==> src/rtl/mul_pkg.sv <==
// mul_pkg: shared definitions for the packed sequential multiplier.
// Holds the FSM state encoding and the helpers that size the packed
// operand, the packed product and the pair index counter.
package mul_pkg;

    typedef enum logic [1:0] {
        IDLE  = 2'd0,
        ISSUE = 2'd1,
        DRAIN = 2'd2,
        DONE  = 2'd3
    } state_t;

    // Distance between the hi and lo lanes inside the packed operand.
    // One guard bit above the 2*IN_BITS lo product absorbs its sign.
    function automatic int pack_shift(input int in_bits);
        return 2 * in_bits + 1;
    endfunction

    // Width of the packed product that still holds both lane products.
    function automatic int prod_width(input int in_bits);
        return pack_shift(in_bits) + 2 * in_bits;
    endfunction

    // Width of the pair index; at least one bit even for a single pair.
    function automatic int idx_width(input int num_pairs);
        return (num_pairs > 1) ? $clog2(num_pairs) : 1;
    endfunction

endpackage

==> src/rtl/mul_pack_pipe.sv <==
// mul_pack_pipe: one packed multiply per cycle followed by PIPE_STAGES
// pipeline registers. The pair index and signed mode travel with the data
// so the retire side knows where and how to unpack each product.
// Ports:
//   clk, rst                 clock, asynchronous active-low reset
//   issue_valid/idx/signed   pair entering the multiplier this cycle
//   issue_hi/lo/w            operands of that pair
//   ret_valid/idx/signed     pair leaving the last pipeline stage
//   ret_prod                 packed product of that pair
module mul_pack_pipe
    import mul_pkg::*;
#(
    parameter int IN_BITS     = 8,
    parameter int NUM_PAIRS   = 4,
    parameter int PIPE_STAGES = 2,
    localparam int PW         = prod_width(IN_BITS),
    localparam int IDX_W      = idx_width(NUM_PAIRS)
) (
    input  logic               clk,
    input  logic               rst,
    input  logic               issue_valid,
    input  logic [IDX_W-1:0]   issue_idx,
    input  logic               issue_signed,
    input  logic [IN_BITS-1:0] issue_hi,
    input  logic [IN_BITS-1:0] issue_lo,
    input  logic [IN_BITS-1:0] issue_w,
    output logic               ret_valid,
    output logic [IDX_W-1:0]   ret_idx,
    output logic               ret_signed,
    output logic [PW-1:0]      ret_prod
);

    localparam int SHIFT = pack_shift(IN_BITS);

    logic [PW-1:0] ext_hi;
    logic [PW-1:0] ext_lo;
    logic [PW-1:0] ext_w;
    logic [PW-1:0] packed_a;
    logic [PW-1:0] prod;

    logic             st_valid  [PIPE_STAGES];
    logic [IDX_W-1:0] st_idx    [PIPE_STAGES];
    logic             st_signed [PIPE_STAGES];
    logic [PW-1:0]    st_prod   [PIPE_STAGES];

    // Extend the operands to the product width and form hi*2^SHIFT + lo.
    // Arithmetic modulo 2^PW is exact for the bits the unpacker reads, so
    // a plain unsigned multiply serves both modes.
    always_comb begin
        ext_hi = '0;
        ext_lo = '0;
        ext_w  = '0;
        ext_hi[IN_BITS-1:0] = issue_hi;
        ext_lo[IN_BITS-1:0] = issue_lo;
        ext_w[IN_BITS-1:0]  = issue_w;
        if (issue_signed) begin
            ext_hi[PW-1:IN_BITS] = {(PW-IN_BITS){issue_hi[IN_BITS-1]}};
            ext_lo[PW-1:IN_BITS] = {(PW-IN_BITS){issue_lo[IN_BITS-1]}};
            ext_w[PW-1:IN_BITS]  = {(PW-IN_BITS){issue_w[IN_BITS-1]}};
        end
        packed_a = (ext_hi << SHIFT) + ext_lo;
        prod     = packed_a * ext_w;
    end

    // Stage 0 captures the product; later stages just shift it along.
    always_ff @(posedge clk or negedge rst) begin
        if (!rst) begin
            for (int i = 0; i < PIPE_STAGES; i++) begin
                st_valid[i]  <= 1'b0;
                st_idx[i]    <= '0;
                st_signed[i] <= 1'b0;
                st_prod[i]   <= '0;
            end
        end else begin
            st_valid[0]  <= issue_valid;
            st_idx[0]    <= issue_idx;
            st_signed[0] <= issue_signed;
            st_prod[0]   <= prod;
            for (int i = 1; i < PIPE_STAGES; i++) begin
                st_valid[i]  <= st_valid[i-1];
                st_idx[i]    <= st_idx[i-1];
                st_signed[i] <= st_signed[i-1];
                st_prod[i]   <= st_prod[i-1];
            end
        end
    end

    assign ret_valid  = st_valid[PIPE_STAGES-1];
    assign ret_idx    = st_idx[PIPE_STAGES-1];
    assign ret_signed = st_signed[PIPE_STAGES-1];
    assign ret_prod   = st_prod[PIPE_STAGES-1];

endmodule

==> src/rtl/mul_packed_seq.sv <==
// mul_packed_seq: multiplies NUM_PAIRS hi/lo operand pairs by one shared
// multiplicand, one packed multiply per cycle, and presents all products
// together with a valid/ready handshake.
// Ports:
//   clk, rst              clock, asynchronous active-low reset
//   in_valid/in_ready     transaction handshake
//   in_signed             operand mode, captured with the transaction
//   in_hi, in_lo, in_w    packed operand lanes and shared multiplicand
//   out_valid/out_ready   result handshake
//   out_hi, out_lo        packed per-pair products
//   busy                  high whenever a transaction is in flight
module mul_packed_seq
    import mul_pkg::*;
#(
    parameter int IN_BITS     = 8,
    parameter int OUT_BITS    = 32,
    parameter int NUM_PAIRS   = 4,
    parameter int PIPE_STAGES = 2
) (
    input  logic                          clk,
    input  logic                          rst,
    input  logic                          in_valid,
    output logic                          in_ready,
    input  logic                          in_signed,
    input  logic [NUM_PAIRS*IN_BITS-1:0]  in_hi,
    input  logic [NUM_PAIRS*IN_BITS-1:0]  in_lo,
    input  logic [IN_BITS-1:0]            in_w,
    output logic                          out_valid,
    input  logic                          out_ready,
    output logic [NUM_PAIRS*OUT_BITS-1:0] out_hi,
    output logic [NUM_PAIRS*OUT_BITS-1:0] out_lo,
    output logic                          busy
);

    if (IN_BITS < 2 || IN_BITS > 8) begin : g_bad_in_bits
        $error("mul_packed_seq: IN_BITS must be 2..8");
    end
    if (OUT_BITS < 2 * IN_BITS) begin : g_bad_out_bits
        $error("mul_packed_seq: OUT_BITS must be >= 2*IN_BITS");
    end
    if (NUM_PAIRS < 1 || NUM_PAIRS > 8) begin : g_bad_num_pairs
        $error("mul_packed_seq: NUM_PAIRS must be 1..8");
    end
    if (PIPE_STAGES < 1 || PIPE_STAGES > 4) begin : g_bad_pipe_stages
        $error("mul_packed_seq: PIPE_STAGES must be 1..4");
    end

    localparam int SHIFT     = pack_shift(IN_BITS);
    localparam int PW        = prod_width(IN_BITS);
    localparam int IDX_W     = idx_width(NUM_PAIRS);
    localparam int PB        = 2 * IN_BITS;
    // The last pair retires PIPE_STAGES cycles after issue; one more cycle
    // fixes the accept-to-valid latency at NUM_PAIRS+PIPE_STAGES+1.
    localparam int DRAIN_LEN = PIPE_STAGES + 1;

    state_t state;
    state_t state_next;

    logic [NUM_PAIRS*IN_BITS-1:0] hold_hi;
    logic [NUM_PAIRS*IN_BITS-1:0] hold_lo;
    logic [IN_BITS-1:0]           hold_w;
    logic                         hold_signed;
    logic [IDX_W-1:0]             issue_idx;
    logic [2:0]                   drain_cnt;
    logic                         issue_valid;

    logic             ret_valid;
    logic [IDX_W-1:0] ret_idx;
    logic             ret_signed;
    logic [PW-1:0]    ret_prod;

    logic [PB-1:0]       lo_field;
    logic [PB-1:0]       hi_field;
    logic [OUT_BITS-1:0] lo_ext;
    logic [OUT_BITS-1:0] hi_ext;

    // State register.
    always_ff @(posedge clk or negedge rst) begin
        if (!rst) begin
            state <= IDLE;
        end else begin
            state <= state_next;
        end
    end

    // Next-state and handshake outputs. in_valid only matters in IDLE.
    always_comb begin
        state_next  = state;
        in_ready    = 1'b0;
        out_valid   = 1'b0;
        busy        = 1'b1;
        issue_valid = 1'b0;
        case (state)
            IDLE: begin
                in_ready = 1'b1;
                busy     = 1'b0;
                if (in_valid) state_next = ISSUE;
            end
            ISSUE: begin
                issue_valid = 1'b1;
                if (issue_idx == IDX_W'(NUM_PAIRS - 1)) state_next = DRAIN;
            end
            DRAIN: begin
                if (drain_cnt == 3'(DRAIN_LEN - 1)) state_next = DONE;
            end
            DONE: begin
                out_valid = 1'b1;
                if (out_ready) state_next = IDLE;
            end
            default: state_next = IDLE;
        endcase
    end

    // Holding registers and the issue/drain counters.
    always_ff @(posedge clk or negedge rst) begin
        if (!rst) begin
            hold_hi     <= '0;
            hold_lo     <= '0;
            hold_w      <= '0;
            hold_signed <= 1'b0;
            issue_idx   <= '0;
            drain_cnt   <= '0;
        end else begin
            if (state == IDLE && in_valid) begin
                hold_hi     <= in_hi;
                hold_lo     <= in_lo;
                hold_w      <= in_w;
                hold_signed <= in_signed;
            end
            if (state == ISSUE) issue_idx <= issue_idx + 1'b1;
            else                issue_idx <= '0;
            if (state == DRAIN) drain_cnt <= drain_cnt + 3'd1;
            else                drain_cnt <= '0;
        end
    end

    mul_pack_pipe #(
        .IN_BITS     (IN_BITS),
        .NUM_PAIRS   (NUM_PAIRS),
        .PIPE_STAGES (PIPE_STAGES)
    ) u_pipe (
        .clk          (clk),
        .rst          (rst),
        .issue_valid  (issue_valid),
        .issue_idx    (issue_idx),
        .issue_signed (hold_signed),
        .issue_hi     (hold_hi[issue_idx*IN_BITS +: IN_BITS]),
        .issue_lo     (hold_lo[issue_idx*IN_BITS +: IN_BITS]),
        .issue_w      (hold_w),
        .ret_valid    (ret_valid),
        .ret_idx      (ret_idx),
        .ret_signed   (ret_signed),
        .ret_prod     (ret_prod)
    );

    // Unpack both lanes. A negative lo product borrows one from the hi
    // lane inside the packed sum; its sign bit gives that borrow back.
    always_comb begin
        lo_field = ret_prod[PB-1:0];
        hi_field = ret_prod[SHIFT +: PB]
                 + {{(PB-1){1'b0}}, ret_signed & ret_prod[PB-1]};
        lo_ext   = {OUT_BITS{ret_signed & lo_field[PB-1]}};
        hi_ext   = {OUT_BITS{ret_signed & hi_field[PB-1]}};
        lo_ext[PB-1:0] = lo_field;
        hi_ext[PB-1:0] = hi_field;
    end

    // Result registers keep the previous transaction until overwritten.
    always_ff @(posedge clk or negedge rst) begin
        if (!rst) begin
            out_hi <= '0;
            out_lo <= '0;
        end else if (ret_valid) begin
            out_hi[ret_idx*OUT_BITS +: OUT_BITS] <= hi_ext;
            out_lo[ret_idx*OUT_BITS +: OUT_BITS] <= lo_ext;
        end
    end

endmodule

==> config.mk <==
export PLATFORM = sky130hd
export DESIGN_NAME = mul_packed_seq
export DESIGN_NICKNAME = d
export VERILOG_FILES = /design/src/rtl/mul_pkg.sv /design/src/rtl/mul_pack_pipe.sv /design/src/rtl/mul_packed_seq.sv
export SDC_FILE = /design/constraint.sdc
export NUM_CORES = 1
export LEC_CHECK = 0
export ABC_AREA = 1
export BUFFER_PORTS_ARGS = -buffer_cell sky130_fd_sc_hd__buf_2
export CAP_MARGIN = 20
export CORE_ASPECT_RATIO = 0.6
export CORE_MARGIN = 1.5
export CORE_UTILIZATION = 60
export CTS_CLUSTER_DIAMETER = 100
export DETAILED_ROUTE_END_ITERATION = 10
export PLACE_DENSITY = 0.8
export SKIP_LAST_GASP = 1
export SYNTH_ARGS = -nofsm -noshare
export SYNTH_HDL_FRONTEND = slang
export SYNTH_SLANG_ARGS = --single-unit
==> constraint.sdc <==
create_clock -name clk -period 13.48 [get_ports clk]
set_input_delay 3.37 -clock clk [delete_from_list [all_inputs] [get_ports clk]]
set_output_delay 3.37 -clock clk [all_outputs]
set_load 0.01 [all_outputs]
# After elaboration in Yosys (flattened, before gate mapping)

Index checks and enable logic that the tools add are counted.

Add/subtract/negate cells: 5
Eq/ne operators: 9
Mux-type cells: 16
Reduce and logical (&&, ||, !) cells: 3
Shift operators: 5
Bitwise logic cells: 2
Multipliers: 1

Operators by type and width:

| operator                                                 | number |
|---|---|
| bitwise mux 128 bit                                      | 2 |
| variable part select 32 x 34 -> 128 bit                  | 2 |
| variable shift 32 x 34 -> 128 bit (first input constant) | 1 |
| variable part select 32 x 6 -> 8 bit                     | 2 |
| two-way mux 25 bit                                       | 2 |
| negation 7 -> 34 bit                                     | 1 |
| adder 33 bit                                             | 1 |
| multiplier 33 x 33 -> 33 bit                             | 1 |
| adder 16 x 1 -> 16 bit                                   | 1 |
| two-way mux 2 bit                                        | 5 |
| two-way mux 8 bit                                        | 1 |
| inequality test 2 bit (second input constant)            | 4 |
| one-hot mux 2 bit (4 select lines)                       | 1 |
| == test 2 bit (second input constant)                    | 3 |
| two-way mux 1 bit                                        | 4 |
| AND reduction 4 bit                                      | 1 |
| adder 3 x 1 -> 3 bit (second input constant)             | 1 |
| == test 3 x 2 -> 1 bit (second input constant)           | 1 |
| two-way mux 3 bit                                        | 1 |
| adder 2 x 1 -> 2 bit (second input constant)             | 1 |
| bitwise AND 1 bit                                        | 2 |
| == test 2 x 1 -> 1 bit (second input constant)           | 1 |
| logical NOT 2 bit                                        | 1 |
| logical AND 1 bit                                        | 1 |

Word-level logic and storage cells: 58
Bits in registers: 410

# Logic depth before layout (Yosys ltp)

Depth in word-level cells: 5
Depth in mapped cells: 47
Gate-level depth less buffers: 47

# Hierarchy

From an unflattened synthesis, not the netlist that was laid out.

Cells, all modules: 2561
Area, all modules: 24360.9 sq um

By module, submodules not included:

| module         | sequential area each (sq um) | area each (sq um) | cells an instance | times used |
|---|---|---|---|---|
| mul_pack_pipe  | 1851.8                       | 14312.5           | 1552              | 1 |
| mul_packed_seq | 5405.2                       | 10048.4           | 1009              | 1 |

# Least setup slack after synthesis

No wires, ideal clock.

Kind: reg-to-reg
Start point: register issue_idx[0]
End point: register u_pipe.st_prod[62] in the netlist's numbering
Library setup time: 0.079 ns
Required time: 13.401 ns
Data arrival time: 8.216 ns
Path slack: 5.184 ns
Clock period less this slack: 8.296 ns
Cell stages (with the launch flop): 33
Cells stage by stage: dfrtp_1 > inv_2 > clkbuf_1 > clkbuf_1 > nor2_1 > o22ai_1 > ha_1 > inv_1 > fa_1 > xnor2_1 > nand2_1 > fa_1 > inv_1 > fa_1 > inv_1 > fa_1 > inv_1 > fa_1 > fa_1 > inv_1 > fa_1 > fa_1 > inv_1 > fa_1 > ha_1 > nand2_1 > nor4_1 > nand4_1 > nand3_1 > a21o_1 > a21boi_0 > o21ai_0 > xor2_1

Cells in the longest elaborated chain, start to end: 4

Ends and longest elaborated chain:

| item                                                    | RTL line                                     | source |
|---|---|---|
| from (decl)                                             | mul_packed_seq.sv:63                         | `logic [IDX_W-1:0] issue_idx;` |
| from (signal assigned)                                  | mul_packed_seq.sv:130                        | `if (state == ISSUE) issue_idx <= issue_idx + 1'b1;` |
| variable part select 32 x 6 -> 8 bit (on tied branches) | mul_packed_seq.sv:148, mul_packed_seq.sv:147 |  |
| two-way mux 25 bit or two-way mux 8 bit (tied branches) | mul_pack_pipe.sv:56                          | `if (issue_signed) begin` |
| adder 33 bit *                                          | mul_pack_pipe.sv:61                          | `packed_a = (ext_hi << SHIFT) + ext_lo;` |
| multiplier 33 x 33 -> 33 bit *                          | mul_pack_pipe.sv:62                          | `prod = packed_a * ext_w;` |
| net u_pipe.prod[29]                                     | mul_pack_pipe.sv:39                          | `logic [PW-1:0] prod;` |
| to (signal, indexed assignment)                         | mul_pack_pipe.sv:83                          | `st_prod[i] <= st_prod[i-1];` |
| to (decl)                                               | mul_pack_pipe.sv:44                          | `logic [PW-1:0] st_prod [PIPE_STAGES];` |

Mark *: on every way through the listed nets, which the timed path passes. The rest lies on a longest branch.
A chain may end at the register's enable or synchronous reset.

# Worst setup path after layout

Start point: register issue_idx[0]
End point: register u_pipe.st_prod[64] in the netlist's numbering

Same word-level chain as after synthesis.

==> impl_metrics.csv <==
group,metric,value,unit
hold_path,hold_class,"flop to flop",
worst_setup_path,cp-end-kind,"flop",
placement,pre_cts_ws,3650,ps
yosys,synth_fp_nets,3048,
yosys,synth.avg_cell_area,9.47,um2
layout,nFillCells,3034,
grt,grt_antenna_before_repair,0,
clock_tree,clk_pin_slew,70,ps
yosys,synth_edf_count,0,
timing,fin_ws,3540,ps
grt,globalRoute.busiestLayer,"met1",
drt,post-route-drc-count,0,
yosys,synth_area,23900,um2
timing,hold_viol,0,
placement,portBuffers,335,
floorplan,design.die.area,41100,um2
floorplan,die_h,158,um
floorplan,die_w,261,um
worst_setup_path,path_buf_inv,8,
placement,postPlaceCellArea,25200,um2
grt,use_met3,10.9,%
run_status,status,"completed",
placement,dpl.hpwl,50600,um
layout,antenna_cells,0,
clock_tree,cts_hold_buf,0,
worst_setup_path,critPathLaunchType,"flop",
drt,wl,61600,um
grt,grt_pass1_wl,96300,um
clock_tree,cts_buffers,26,
yosys,yosys_warnings,0,
drt,drt-wirelength-per-cell,19.0,um
clock_tree,cts_buffer_depth,3,
timing,slew_headroom,25.6,%
worst_setup_path,critPathArrivalTime,10400,ps
placement,gp_congestion,0.976,
floorplan,core,39200,um2
worst_setup_path,cp.required,13940,ps
clock_tree,cts-root-buf,"clkbuf_16",
drt,vias,17600,
worst_setup_path,slowest_delay,570,ps
yosys,synth_cell_type_count,47,
grt,overflow,0,
drt,firstDrtPassIters,6,
timing,fin_crit,9940,ps
layout,drive_above_1_share,18.8,%
layout,finalInstanceArea,26000,um2
floorplan,num_rows,56,
job,drv_cap,0,
layout,area_growth,8.88,%
drt,viasPerCell,5.41,
grt,first_global_vias,17300,
timing,finalSetupViolations,0,
worst_setup_path,crit_fanout,35,
clock_tree,cts_tree,"yes",
worst_setup_path,crit_slowest_cell,"fa_1",
worst_setup_path,cp_top_family,"adder cells",
timing,max_freq,101,MHz
floorplan,io-pin-count,336,
timing,drv_slew,0,
clock_tree,post_cts_resized,0,
worst_setup_path,crit_top_cell,"fa_1",
yosys,ys_ff_latch,288,
grt,grt_usage,30.6,%
drt,dr.first_iter.drc_count,1736,
timing,rsz0062_at_grt,"no",
grt,grt_util_met1,46.7,%
timing,skew,36.3,ps
layout,nets,3238,
grt,grt_start_max_net_pins,120,
yosys,synth_flop_cell,"dfrtp_1",
worst_setup_path,path_class,"flop to flop",
clock_tree,h-tree-depth,1,
floorplan,start_util,61.0,%
timing,setup_tns,0,ps
grt,use_met2,42.9,%
timing,worst_pin_slew,1110,ps
drt,ant_nets,0,
yosys,synthArstFlopShare,100,%
clock_tree,clock_latency,570,ps
clock_tree,cts.sinks,288,
yosys,ys_seq_area_share,30.1,%
timing,finalCritPeriodShare,73.7,%
yosys,synthCells,2523,
clock_tree,post_cts_buffers,0,
-- cell usage in the layout, fill, tap and decap left out, drive strengths merged --
cell and count:
clkinvlp 1, nand4 11, a22o 15, buf 349, o22ai 6, nand3 70
and3 2, a21o 2, o21ai 126, o31ai 1, clkinv 8, xnor2 25
ha 138, clkbuf 38, xor2 30, mux2 63, and2 1, nand3b 4
o21bai 2, a31oi 2, or2 5, fa 310, nor4 3, a31o 1
a32o 18, inv 537, o211ai 3, a21oi 54, o221a 1, a32oi 1
dfrtp 288, a21boi 2, nand2 444, nor3 6, nor2 162
-- through the flow --
stage | hold slack [ps] | utilization (%) | cells
2_1_floorplan | 331 | - | 2523
3_3_place_gp | 334 | 64.3 | 3205
3_5_place_dp | 335 | 64.3 | 3205
4_1_cts | 346 | 66.4 | 3249
5_1_grt | 353 | 66.5 | 3251
6_report | 347 | 66.5 | 3251
-- path summary, 6_finish.rpt --
path,cells past startpoint,to,startpoint,slack (ps)
min in group asynchronous,1,out_hi[42]$_DFFE_PN0P_,rst,2860
min reg2reg,0,u_pipe.ret_prod[27]$_DFF_PN0_,u_pipe.st_prod[60]$_DFF_PN0_,350
max,33,u_pipe.st_prod[64]$_DFF_PN0_,issue_idx[0]$_DFF_PN0_,3540
max in group asynchronous,2,u_pipe.ret_prod[14]$_DFF_PN0_,rst,9150
min,0,u_pipe.ret_prod[27]$_DFF_PN0_,u_pipe.st_prod[60]$_DFF_PN0_,350
max reg2reg,33,u_pipe.st_prod[64]$_DFF_PN0_,issue_idx[0]$_DFF_PN0_,3540
-- logic make-up (layout without fill, tap and decap cells) --
| kind of cell | after synthesis | count (layout) | share of synthesized area (%) |
|---|---|---|---|
| buffers and inverters | 727 | 933 | 13.3 |
| XOR/XNOR | 55 | 55 | 2.17 |
| multiplexers | 63 | 63 | 2.97 |
| adder cells (fa/ha/maj) | 448 | 448 | 33.2 |
| flip-flops | 288 | 288 | 30.1 |
| AO/OA/AOI/OAI | 234 | 234 | 5.77 |
| AND/OR/NAND/NOR | 708 | 708 | 12.4 |
-- per-layer routing --
layer | vias up | share of wire [%]
li1 | 7908 | -
met1 | 8806 | 45
met2 | 819 | 42
met3 | 65 | 12
met4 | 0 | 1.2
met5 | - | 0
-- area by class of cell --
cell class                      count  area (um2)  area share (%)
Clock buffer                       38         746            2.87
Inverter                          540        2030            7.79
Multi-Input combinational cell   1508       13500            52.0
Tap cell                          522         653            2.51
Timing Repair Buffer              349        1810            6.96
Sequential cell                   288        7210            27.7
Clock inverter                      6        57.6           0.221
-- registers in the layout, indices dropped and copies added, names as in the netlist, 2 cells and up --
name / flops
hold_hi: 32
u_pipe.st_idx: 2
u_pipe.ret_idx: 2
u_pipe.st_prod: 32
u_pipe.ret_prod: 32
out_hi: 68
hold_lo: 32
state: 2
drain_cnt: 3
hold_w: 8
out_lo: 68
issue_idx: 2
-- cells in the mapped netlist, drive strengths merged, types with 4 or more instances --
cell | count | area (um2)
xor2 | 30 | 300
o21ai | 126 | 631
nand4 | 11 | 75.1
xnor2 | 25 | 219
nand3 | 70 | 390
nand3b | 4 | 30.0
buf | 126 | 935
clkbuf | 61 | 229
or2 | 5 | 31.3
a21oi | 54 | 278
dfrtp | 288 | 7210
nor2 | 162 | 626
ha | 138 | 1730
a22o | 15 | 131
mux2 | 63 | 709
nor3 | 6 | 30.0
a32o | 18 | 180
nand2 | 444 | 1750
fa | 310 | 6210
inv | 537 | 2020
o22ai | 6 | 37.5
Power is not shown: default switching activity piles up to over one toggle a cycle in this logic, so the estimate is an artifact.
